File: config.mk
export PLATFORM = sky130hd
export DESIGN_NAME = bit_copy_seq
export DESIGN_NICKNAME = d
export VERILOG_FILES = /design/src/rtl/bit_copy_seq.sv
export SDC_FILE = /design/constraint.sdc
export NUM_CORES = 1
export LEC_CHECK = 0
export ABC_AREA = 1
export BUFFER_PORTS_ARGS = -buffer_cell sky130_fd_sc_hd__buf_2
export CORE_MARGIN = 5
export CORE_UTILIZATION = 55
export CTS_BUF_LIST = sky130_fd_sc_hd__clkbuf_8
export CTS_CLUSTER_DIAMETER = 40
export DETAILED_ROUTE_END_ITERATION = 10
export PLACE_DENSITY = 0.9
export REMOVE_ABC_BUFFERS = 1
export SLEW_MARGIN = 20
export SYNTH_ARGS = -nofsm -noshare
export SYNTH_HDL_FRONTEND = slang
export SYNTH_SLANG_ARGS = --single-unit
File: constraint.sdc
create_clock -name clk -period 2 [get_ports clk]
set_clock_uncertainty 0.2 [all_clocks]
set_input_delay 0.4 -clock clk [delete_from_list [all_inputs] [get_ports clk]]
set_output_delay 0.4 -clock clk [all_outputs]
set_load 0.01 [all_outputs]
File: src/rtl/bit_copy_seq.sv
// Bit-serial copier: latches a source vector, then writes it into the working register one bit
// per clock, LSB first. Optional simulation trace when BIT_COPY_TRACE_EN is defined.
module bit_copy_seq #(
    parameter int unsigned WIDTH = 4,
    localparam int unsigned IW = $clog2(WIDTH)
) (
    input  logic             clk,
    input  logic             rst_n,
    input  logic             in_valid,
    output logic             in_ready,
    input  logic [WIDTH-1:0] in_data,
    input  logic             flush,
    output logic             step_valid,
    output logic [IW-1:0]    step_idx,
    output logic             step_bit,
    output logic             out_valid,
    input  logic             out_ready,
    output logic [WIDTH-1:0] out_data,
    output logic [7:0]       done_count
);

    typedef enum logic [1:0] {StIdle, StCopy, StDone} state_e;

    localparam logic [IW-1:0] LastIdx = IW'(WIDTH - 1);

    state_e           state_q, state_d;
    logic [WIDTH-1:0] shadow_q, shadow_d;
    logic [WIDTH-1:0] work_q, work_d;
    logic [IW-1:0]    idx_q, idx_d;
    logic             in_ready_q, in_ready_d;
    logic             step_valid_q, step_valid_d;
    logic [IW-1:0]    step_idx_q, step_idx_d;
    logic             step_bit_q, step_bit_d;
    logic             out_valid_q, out_valid_d;
    logic [7:0]       done_count_q, done_count_d;

    always_comb begin
        state_d      = state_q;
        shadow_d     = shadow_q;
        work_d       = work_q;
        idx_d        = idx_q;
        step_valid_d = 1'b0;
        step_idx_d   = step_idx_q;
        step_bit_d   = step_bit_q;
        out_valid_d  = out_valid_q;
        done_count_d = done_count_q;

        if (flush) begin
            state_d     = StIdle;
            out_valid_d = 1'b0;
            idx_d       = '0;
        end else begin
            unique case (state_q)
                StIdle: begin
                    if (in_valid && in_ready_q) begin
                        shadow_d = in_data;
                        idx_d    = '0;
                        state_d  = StCopy;
                    end
                end
                StCopy: begin
                    // Only the indexed bit changes; the rest keeps the previous vector.
                    work_d[idx_q] = shadow_q[idx_q];
                    step_valid_d  = 1'b1;
                    step_idx_d    = idx_q;
                    step_bit_d    = shadow_q[idx_q];
                    if (idx_q == LastIdx) begin
                        idx_d        = '0;
                        state_d      = StDone;
                        out_valid_d  = 1'b1;
                        done_count_d = done_count_q + 8'd1;
                    end else begin
                        idx_d = idx_q + IW'(1);
                    end
                end
                StDone: begin
                    if (out_ready) begin
                        state_d     = StIdle;
                        out_valid_d = 1'b0;
                    end
                end
                default: state_d = StIdle;
            endcase
        end

        // Registered so in_ready stays low through reset and rises one edge after it.
        in_ready_d = (state_d == StIdle);
    end

    always_ff @(posedge clk) begin
        if (!rst_n) begin
            state_q      <= StIdle;
            shadow_q     <= '0;
            work_q       <= '0;
            idx_q        <= '0;
            in_ready_q   <= 1'b0;
            step_valid_q <= 1'b0;
            step_idx_q   <= '0;
            step_bit_q   <= 1'b0;
            out_valid_q  <= 1'b0;
            done_count_q <= '0;
        end else begin
            state_q      <= state_d;
            shadow_q     <= shadow_d;
            work_q       <= work_d;
            idx_q        <= idx_d;
            in_ready_q   <= in_ready_d;
            step_valid_q <= step_valid_d;
            step_idx_q   <= step_idx_d;
            step_bit_q   <= step_bit_d;
            out_valid_q  <= out_valid_d;
            done_count_q <= done_count_d;
        end
    end

`ifdef BIT_COPY_TRACE_EN
    always_ff @(posedge clk) begin
        if (rst_n && !flush && state_q == StCopy) begin
            $display("copy : %0d %b", idx_q, work_d);
            if (idx_q == LastIdx) begin
                $display("copy : done %b", work_d);
            end
        end
    end
`endif

    assign in_ready   = in_ready_q;
    assign step_valid = step_valid_q;
    assign step_idx   = step_idx_q;
    assign step_bit   = step_bit_q;
    assign out_valid  = out_valid_q;
    assign out_data   = work_q;
    assign done_count = done_count_q;

endmodule

==> results of run 1 <==
final timing paths:
| path | slack [ps] | start | depth (start not counted) | end |
|---|---|---|---|---|
| max | 420 | idx_q[0] | 6 | done_count[7] |
| min | 150 | in_data[0] | 3 | shadow_q[0] |
| max reg2reg | 420 | idx_q[0] | 6 | done_count[7] |
| min reg2reg | 270 | out_valid | 2 | out_valid |
cell families after synthesis:
kind of cell               after synthesis  share of synthesized area
xor gates and xnor gates                 1                    0.00742
adders and majority gates                5                     0.0530
AOI/OAI and AO/OA                       29                      0.128
DFF                                     26                      0.441
and+or+nand+nor                         76                      0.284
buffers and inverters                   24                     0.0869
layer usage:
metal	part of all wire	vias to the layer above	track usage	wire length, um
met5	0	-	0	0
met1	0.43	504	0.201	1060
li1	-	564	-	-
met3	0.059	9	0.0344	146
met4	0.026	0	0.0881	64
met2	0.48	33	0.274	1190
through the flow:
stage	power (W)	utilization	instances	instance area [um2]	hold slack (ps)
2_1_floorplan	0.000573	-	158	1160	278
3_3_place_gp	0.000595	0.660	211	1320	274
3_5_place_dp	0.000598	0.660	211	1320	261
4_1_cts	0.000882	0.681	214	1360	157
5_1_grt	0.000916	0.681	214	1360	154
6_report	0.000872	0.681	214	1360	153
area by class of cell:
class                           count  area, um2  area share
Inverter                           21       78.8      0.0579
Timing Repair Buffer               26        130      0.0955
Tap cell                           27       33.8      0.0248
Sequential cell                    26        520       0.382
Clock buffer                        3       41.3      0.0303
Multi-Input combinational cell    111        558       0.410
registers in the layout, indices dropped and copies added, names as in the netlist:
register	flops
step_bit	1
done_count	8
out_data	4
out_valid	1
step_valid	1
shadow_q	4
in_ready	1
step_idx	2
idx_q	2
state_q	2
cells in the final DEF, fill, tap and decap left out, drive strengths merged:
cell and n:
nand2 24, ha 5, a21boi 1, xor2 1
clkbuf 3, buf 26, a21oi 13, nand3 15
inv 21, and3 1, o21ai 15, nor2 35
dfxtp 26, nor3 1
power by group:
group / internal, W / total (W) / switching, W / leakage (nW)
combinational: 0.0000195 / 0.0000543 / 0.0000348 / 0.453
clock: 0.000135 / 0.000286 / 0.000151 / 0.0216
sequential: 0.000526 / 0.000532 / 0.00000519 / 0.210
total: 0.000681 / 0.000872 / 0.000191 / 0.686
critical path, delay by kind of cell, from the launching register on:
family	cells	cell delay [ps]
simple gates	5	620
fa+ha+maj	1	240
flops	1	430
==> impl_metrics.toml, run 1 <==
[outcome]
status = "completed"

[global_route]
grt.overflow.total = 0
antenna_found_initial = 0
grt_usage = 0.166
grt_max_degree = 20
grt_pass1_wl_um = 4300
grt_pass1_vias = 1011

[timing]
drv_slew = 0
fin_setup_tns_ps = 0
rsz0062_at_grt = "no"
finalSetupViolCount = 0
fin_ws_ps = 416
worst_pin_slew_ps = 283
fmax_ghz = 0.631
min_period_over_period = 0.792
min_period_ps = 1580
hold_viol_final = 0
slew_headroom = 0.811

[cells_and_area]
num_antenna_cells = 0
drive_gt1_frac = 0.203
area_growth_pct = 15.4
fillers = 180
nNetsFinal = 203

[detailed_routing]
drc = 0
drt_first_pass_iters = 4
drt-total-wl_um = 2460
drtIter0Drc = 21
num_vias = 1110
via_per_inst = 5.19
drtAntennaViolNets = 0
routedWlPerCell_um = 11.5

[synth]
synth_area_per_cell_um2 = 7.34
ys_top_cells_by_count = "31 x nor2_1, 26 x dfxtp_1, 23 x nand2_1"
synthesis.area_mm2 = 0.00118
ys_seq_area_frac = 0.441
ys_ff_latch = 26
synthTopCellsByArea = "dfxtp_1 44%, nor2_1 9.9%, nand2_1 7.3%, o21ai_0 6.4%, inv_1 6.0%"
netlist.area_leader.share = 0.441
yosys_most_used_dff = "dfxtp_1"
synth-edff-count = 0
synth_cell_types = 21
synthCells = 161
yosys.area.top_type = "dfxtp_1"
synth.most_common_cell = "nor2_1"
ys_warn_count = 0
async_reset_ff_frac = 0

[power]
leakage_nw = 0.686
powerDensity_mw_per_mm2 = 640
peakVddDrop_uv = 660

[clock_network]
cts_tree = "built"
clkSlewWorstSetupHoldPaths_ps = 80
cts_root_buffer = "clkbuf_8"
numCtsBuffers = 3
cts_setup_buffers = 0
cts_resized = 0
hold_buffers = 0
cts_max_level = 1
clock_latency_ps = 270
clock_sinks = 26
cts.path.max_buffers = 2

[placement]
numPortBuffers = 26
dp_slack_ps = 374
hpwl_um = 1890
gp_congestion = 0.800

[floorplanning]
fp.dieH_um = 56.3
core-area_mm2 = 0.00200
num_rows = 16
initial_core_util = 0.590
die_w_um = 56.3
fp.dieArea_mm2 = 0.00317
io_pins = 27

[setup_path]
cp_cell_sequence = "ha_1, nand3_2, nor2_4, nand3_1, nand2_1, nor2_1"
crit_arrival_ps = 1550
cp-start-kind = "flip-flop"
cpPeakStageDelay_ps = 430
crit_required_ps = 1970
worstSetupEndpointType = "flip-flop"
critPathSlowestCell = "dfxtp_1"
critPathKind = "flip-flop to flip-flop"
cp_max_fo = 14

[flow_run]
cap_violations = 0

[hold_path]
hold_class = "input port to flip-flop"
Power figures use the tool's default switching activity.
==> run 2, diff against run 1 <==
--- a/config.mk
+++ b/config.mk
@@ -8,11 +8,11 @@
 export ABC_AREA = 1
 export BUFFER_PORTS_ARGS = -buffer_cell sky130_fd_sc_hd__buf_2
 export CORE_MARGIN = 5
-export CORE_UTILIZATION = 55
+export CORE_UTILIZATION = 49
 export CTS_BUF_LIST = sky130_fd_sc_hd__clkbuf_8
 export CTS_CLUSTER_DIAMETER = 40
 export DETAILED_ROUTE_END_ITERATION = 10
-export PLACE_DENSITY = 0.9
+export PLACE_DENSITY = 0.85
 export REMOVE_ABC_BUFFERS = 1
 export SLEW_MARGIN = 20
 export SYNTH_ARGS = -nofsm -noshare
==> constraint.sdc (replaced) <==
create_clock -name clk -period 1.3 [get_ports clk]
set_clock_uncertainty 0.2 [all_clocks]
set_input_delay 0.26 -clock clk [delete_from_list [all_inputs] [get_ports clk]]
set_output_delay 0.26 -clock clk [all_outputs]
set_load 0.01 [all_outputs]
==> run 2 against run 1 <==
Net effect:
- the run now ends with negative setup slack left
- highest routed layer unchanged
- hold slack got worse by 150 ps
- die area increased by 10%
- largest power group unchanged
- critical endpoint is now done_count[3]
- first-iteration DRC count increased to 3.8 times the previous value
- flip-flop and latch count unchanged
==> impl_metrics.toml, run 2 (synthesized netlist as in run 1, its figures left out) <==
[outcome]
status = "finished, violations left"
violations = "negative setup slack"

[setup_path]
cp_cell_sequence = "ha_4, nand3_4, nor2_4, buf_4, nand3_1, nand2_1, nor2_1"
critPathSlowestCell = "dfxtp_4"
worstSetupEndpointType = "flip-flop"
cp-start-kind = "flip-flop"
crit_required_ps = 1270
cpPeakStageDelay_ps = 380
critPathKind = "flip-flop to flip-flop"
crit_arrival_ps = 1350
cp_max_fo = 4

[timing]
finalSetupViolCount = 11
min_period_over_period = 1.07
slew_headroom = 0.841
min_period_ps = 1390
rsz0062_at_grt = "yes"
drv_slew = 0
fmax_ghz = 0.721
worst_pin_slew_ps = 237
hold_viol_final = 0
fin_ws_ps = -86.4
hold_ws_ps = 6.76

[placement]
numPortBuffers = 26
hpwl_um = 2020
placedCellCount = 225
dp_slack_ps = -204
gp_congestion = 0.841

[clock_network]
numCtsBuffers = 3
cts_root_buffer = "clkbuf_8"
clock_sinks = 26
clkSlewWorstSetupHoldPaths_ps = 90
hold_buffers = 0
cts.path.max_buffers = 2
cts_max_level = 1
clock_latency_ps = 270
cts_tree = "built"

[power]
power_w = 0.00159
leakage_nw = 0.842
peakVddDrop_uv = 712
powerDensity_mw_per_mm2 = 924

[flow_run]
cap_violations = 0

[floorplanning]
core-area_mm2 = 0.00225
num_rows = 17
fp.dieArea_mm2 = 0.00349
io_pins = 27
initial_core_util = 0.524
fp.dieH_um = 59.1
die_w_um = 59.1

[detailed_routing]
via_per_inst = 5.13
drc = 0
routedWlPerCell_um = 13.0
drt_first_pass_iters = 6
drt-total-wl_um = 3090
num_vias = 1216
drtAntennaViolNets = 0
drtIter0Drc = 79

[cells_and_area]
finalNonFillerCells = 237
area_growth_pct = 46.0
num_antenna_cells = 0
largest_reg_flops = 8
drive_gt1_frac = 0.440
utilization = 0.765
final_cell_mix = "28 x nor2_1, 24 x buf_2, 21 x nand2_1"
fillers = 153
nNetsFinal = 224
regArea_um2 = 542
final_common_cell = "nor2_1"
multi_input_area_um2 = 651

[global_route]
antenna_found_initial = 0
grt_usage = 0.185
grt.overflow.total = 0
grt_max_degree = 19
grt_pass1_wl_um = 5060
grt_pass1_vias = 1179

[hold_path]
hold_class = "input port to flip-flop"
run 2: cell types whose count changed in the layout (fill, tap and decap cells not counted), sizes merged:
| cell | change |
|---|---|
| buf | +21 |
| bufinv | +1 |
run 2: metal layers:
metal / global-route usage / share of wire / vias up
met5: 0 / 0 / -
met4: 0.0971 / 0.020 / 0
met3: 0.0283 / 0.047 / 9
met2: 0.317 / 0.50 / 41
met1: 0.220 / 0.43 / 556
li1: - / - / 610
run 2: cell type report:
cell class,count,share of cell area
multi-input cells,111,0.377
flip-flops and latches,26,0.314
repair buffers,47,0.197
inverters,21,0.0501
clock buffers,3,0.0239
well taps,28,0.0203
clock inverters,1,0.0174
run 2: critical path, delay by kind of cell (launching register included):
kind | cells | cell delay (ps)
adders and majority gates | 1 | 160
buffers and inverters | 1 | 140
DFF | 1 | 380
and+or+nand+nor | 5 | 410
run 2: what timing repair did:
action	4_1_cts	5_1_grt
endpoints found under the setup margin	23	27
setup buffers	4	4
pin swaps	9	7
resized for setup	31	25
run 2: report_power, final:
group          switching [W]  leakage [nW]  internal [W]
Clock               0.000253        0.0357      0.000412
Sequential        0.00000813         0.217      0.000805
Combinational      0.0000655         0.589     0.0000497
run 2: metrics by stage:
step | area (um2) | setup TNS, ps
6_report | 1720 | -514
5_1_grt | 1720 | -1930
4_1_cts | 1620 | -426
3_5_place_dp | 1430 | -1920
3_3_place_gp | 1430 | -900
2_1_floorplan | 1160 | -763
run 2: worst paths after layout:
check	from	endpoint	slack, ps	cells past startpoint
max	idx_q[0]	done_count[3]	-90	7
max reg2reg	idx_q[0]	done_count[3]	-90	7
min	in_data[1]	shadow_q[1]	7	3
min reg2reg	out_valid	out_valid	290	2
==> run 3, diff against run 2 <==
--- a/config.mk
+++ b/config.mk
@@ -8,12 +8,13 @@
 export ABC_AREA = 1
 export BUFFER_PORTS_ARGS = -buffer_cell sky130_fd_sc_hd__buf_2
 export CORE_MARGIN = 5
-export CORE_UTILIZATION = 49
+export CORE_UTILIZATION = 59
 export CTS_BUF_LIST = sky130_fd_sc_hd__clkbuf_8
 export CTS_CLUSTER_DIAMETER = 40
 export DETAILED_ROUTE_END_ITERATION = 10
-export PLACE_DENSITY = 0.85
+export PLACE_DENSITY = 0.95
 export REMOVE_ABC_BUFFERS = 1
+export SETUP_SLACK_MARGIN = 0.15
 export SLEW_MARGIN = 20
 export SYNTH_ARGS = -nofsm -noshare
 export SYNTH_HDL_FRONTEND = slang
==> constraint.sdc (replaced) <==
create_clock -name clk -period 1.75 [get_ports clk]
set_clock_uncertainty 0.2 [all_clocks]
set_input_delay 0.35 -clock clk [delete_from_list [all_inputs] [get_ports clk]]
set_output_delay 0.35 -clock clk [all_outputs]
set_load 0.01 [all_outputs]
==> run 3 against run 2 <==
Net effect:
- the run now ends clean
- design area is 18% lower
- critical path depth is 1 lower
- non-clock buffer count fell by 19
==> impl_metrics.toml, run 3 (synthesized netlist as in run 1, its figures left out) <==
[clock_network]
clock_latency_ps = 270
numCtsBuffers = 3
cts_root_buffer = "clkbuf_8"
cts_max_level = 1
clock_sinks = 26
cts.path.max_buffers = 2
cts_tree = "built"
clkSlewWorstSetupHoldPaths_ps = 90

[floorplanning]
fp.dieH_um = 54.7
io_pins = 27
initial_core_util = 0.608
fp.dieArea_mm2 = 0.00300
core-area_mm2 = 0.00194
num_rows = 16
die_w_um = 54.7

[setup_path]
crit_required_ps = 1710
critPathKind = "flip-flop to flip-flop"
r2r-end = "done_count[1]"
cp-start-kind = "flip-flop"
r2r_start = "idx_q[0]"
cp_max_fo = 14
worstSetupEndpointType = "flip-flop"
crit_arrival_ps = 1460
ff2ff_setup_slack_ps = 250
r2r_cells = 6

[detailed_routing]
drtAntennaViolNets = 0
routedWlPerCell_um = 12.4
num_vias = 1128
drtIter0Drc = 26
drc = 0
drt_first_pass_iters = 4
via_per_inst = 5.20
drt-total-wl_um = 2690

[placement]
dp_slack_ps = 177
placedCellCount = 212
gp_congestion = 0.800
numPortBuffers = 26
hpwl_um = 1980

[power]
peakVddDrop_uv = 706
leakage_nw = 0.706
powerDensity_mw_per_mm2 = 751

[global_route]
grt.overflow.total = 0
grt_pass1_vias = 1050
grt_pass1_wl_um = 4470
grt_usage = 0.210
grt_max_degree = 19
antenna_found_initial = 0

[timing]
finalSetupViolCount = 0
worst_pin_slew_ps = 287
hold_viol_final = 0
fin_ws_ps = 252
min_period_over_period = 0.856
fin_setup_tns_ps = 0
min_period_ps = 1500
fmax_ghz = 0.668
slew_headroom = 0.807
drv_slew = 0
rsz0062_at_grt = "no"

[cells_and_area]
final_common_cell = "nor2_1"
nNetsFinal = 205
multi_input_area_um2 = 558
fillers = 183
drive_gt1_frac = 0.226
num_antenna_cells = 0
final_cell_mix = "31 x nor2_1, 26 x buf_2, 24 x dfxtp_1"
regArea_um2 = 523
area_growth_pct = 19.1
finalNonFillerCells = 217
largest_reg_flops = 8

[hold_path]
min_from = "in_data[1]"
whs_path_depth = 3
hold_class = "input port to flip-flop"
whs_endpoint = "shadow_q[1]"

[outcome]
status = "completed"

[flow_run]
cap_violations = 0
## run 3: what timing repair did
action                     CTS  global route
buffers inserted             0             1
setup endpoints to repair    0             8
hold buffers                 0             0
resized for setup            0             2
## run 3: metal layers
layer / part of all wire / GRT usage / wire, um
met1: 0.40 / 0.235 / 1080
met2: 0.52 / 0.376 / 1400
met3: 0.059 / 0.0327 / 158
met4: 0.018 / 0.108 / 48
met5: 0 / 0 / 0
## run 3: worst max-delay path: stages (launching register included)
cell and delay [ps]:
dfxtp_2 350, ha_1 230, nand3_2 120, nor2_4 50, buf_12 140, o21ai_0 220, nor2_1 80
## run 3: worst max-delay path by stage
stage / startpoint / endpoint / slack (ps) / depth (start not counted)
final: idx_q[0] / done_count[1] / 250 / 6
after global routing: idx_q[1] / done_count[6] / 150 / 7
after CTS: idx_q[0] / done_count[5] / 160 / 6
after detailed placement: idx_q[0] / done_count[5] / 180 / 6
after global placement: idx_q[0] / done_count[7] / 250 / 6
after floorplan: idx_q[0] / done_count[7] / 340 / 6
## run 3: stage by stage
stage | utilization | area (um2) | hold slack [ps] | power (W)
after floorplan | - | 1160 | 271 | 0.000655
after global placement | 0.684 | 1330 | 274 | 0.000682
after detailed placement | 0.684 | 1330 | 285 | 0.000685
after CTS | 0.713 | 1380 | 95.4 | 0.00107
after global routing | 0.724 | 1410 | 113 | 0.00110
final | 0.724 | 1410 | 91.1 | 0.00106
## run 3: report_power, final
part	leakage [nW]	internal (W)	switching [W]
registers	0.211	0.000602	0.00000577
clock network	0.0288	0.000201	0.000182
logic	0.466	0.0000239	0.0000417
## run 3: final cells by class
class                           instances  share of cell area
Sequential cell                        26               0.372
Inverter                               21              0.0560
Clock buffer                            4              0.0391
Multi-Input combinational cell        111               0.397
Tap cell                               27              0.0240
Timing Repair Buffer                   28               0.112
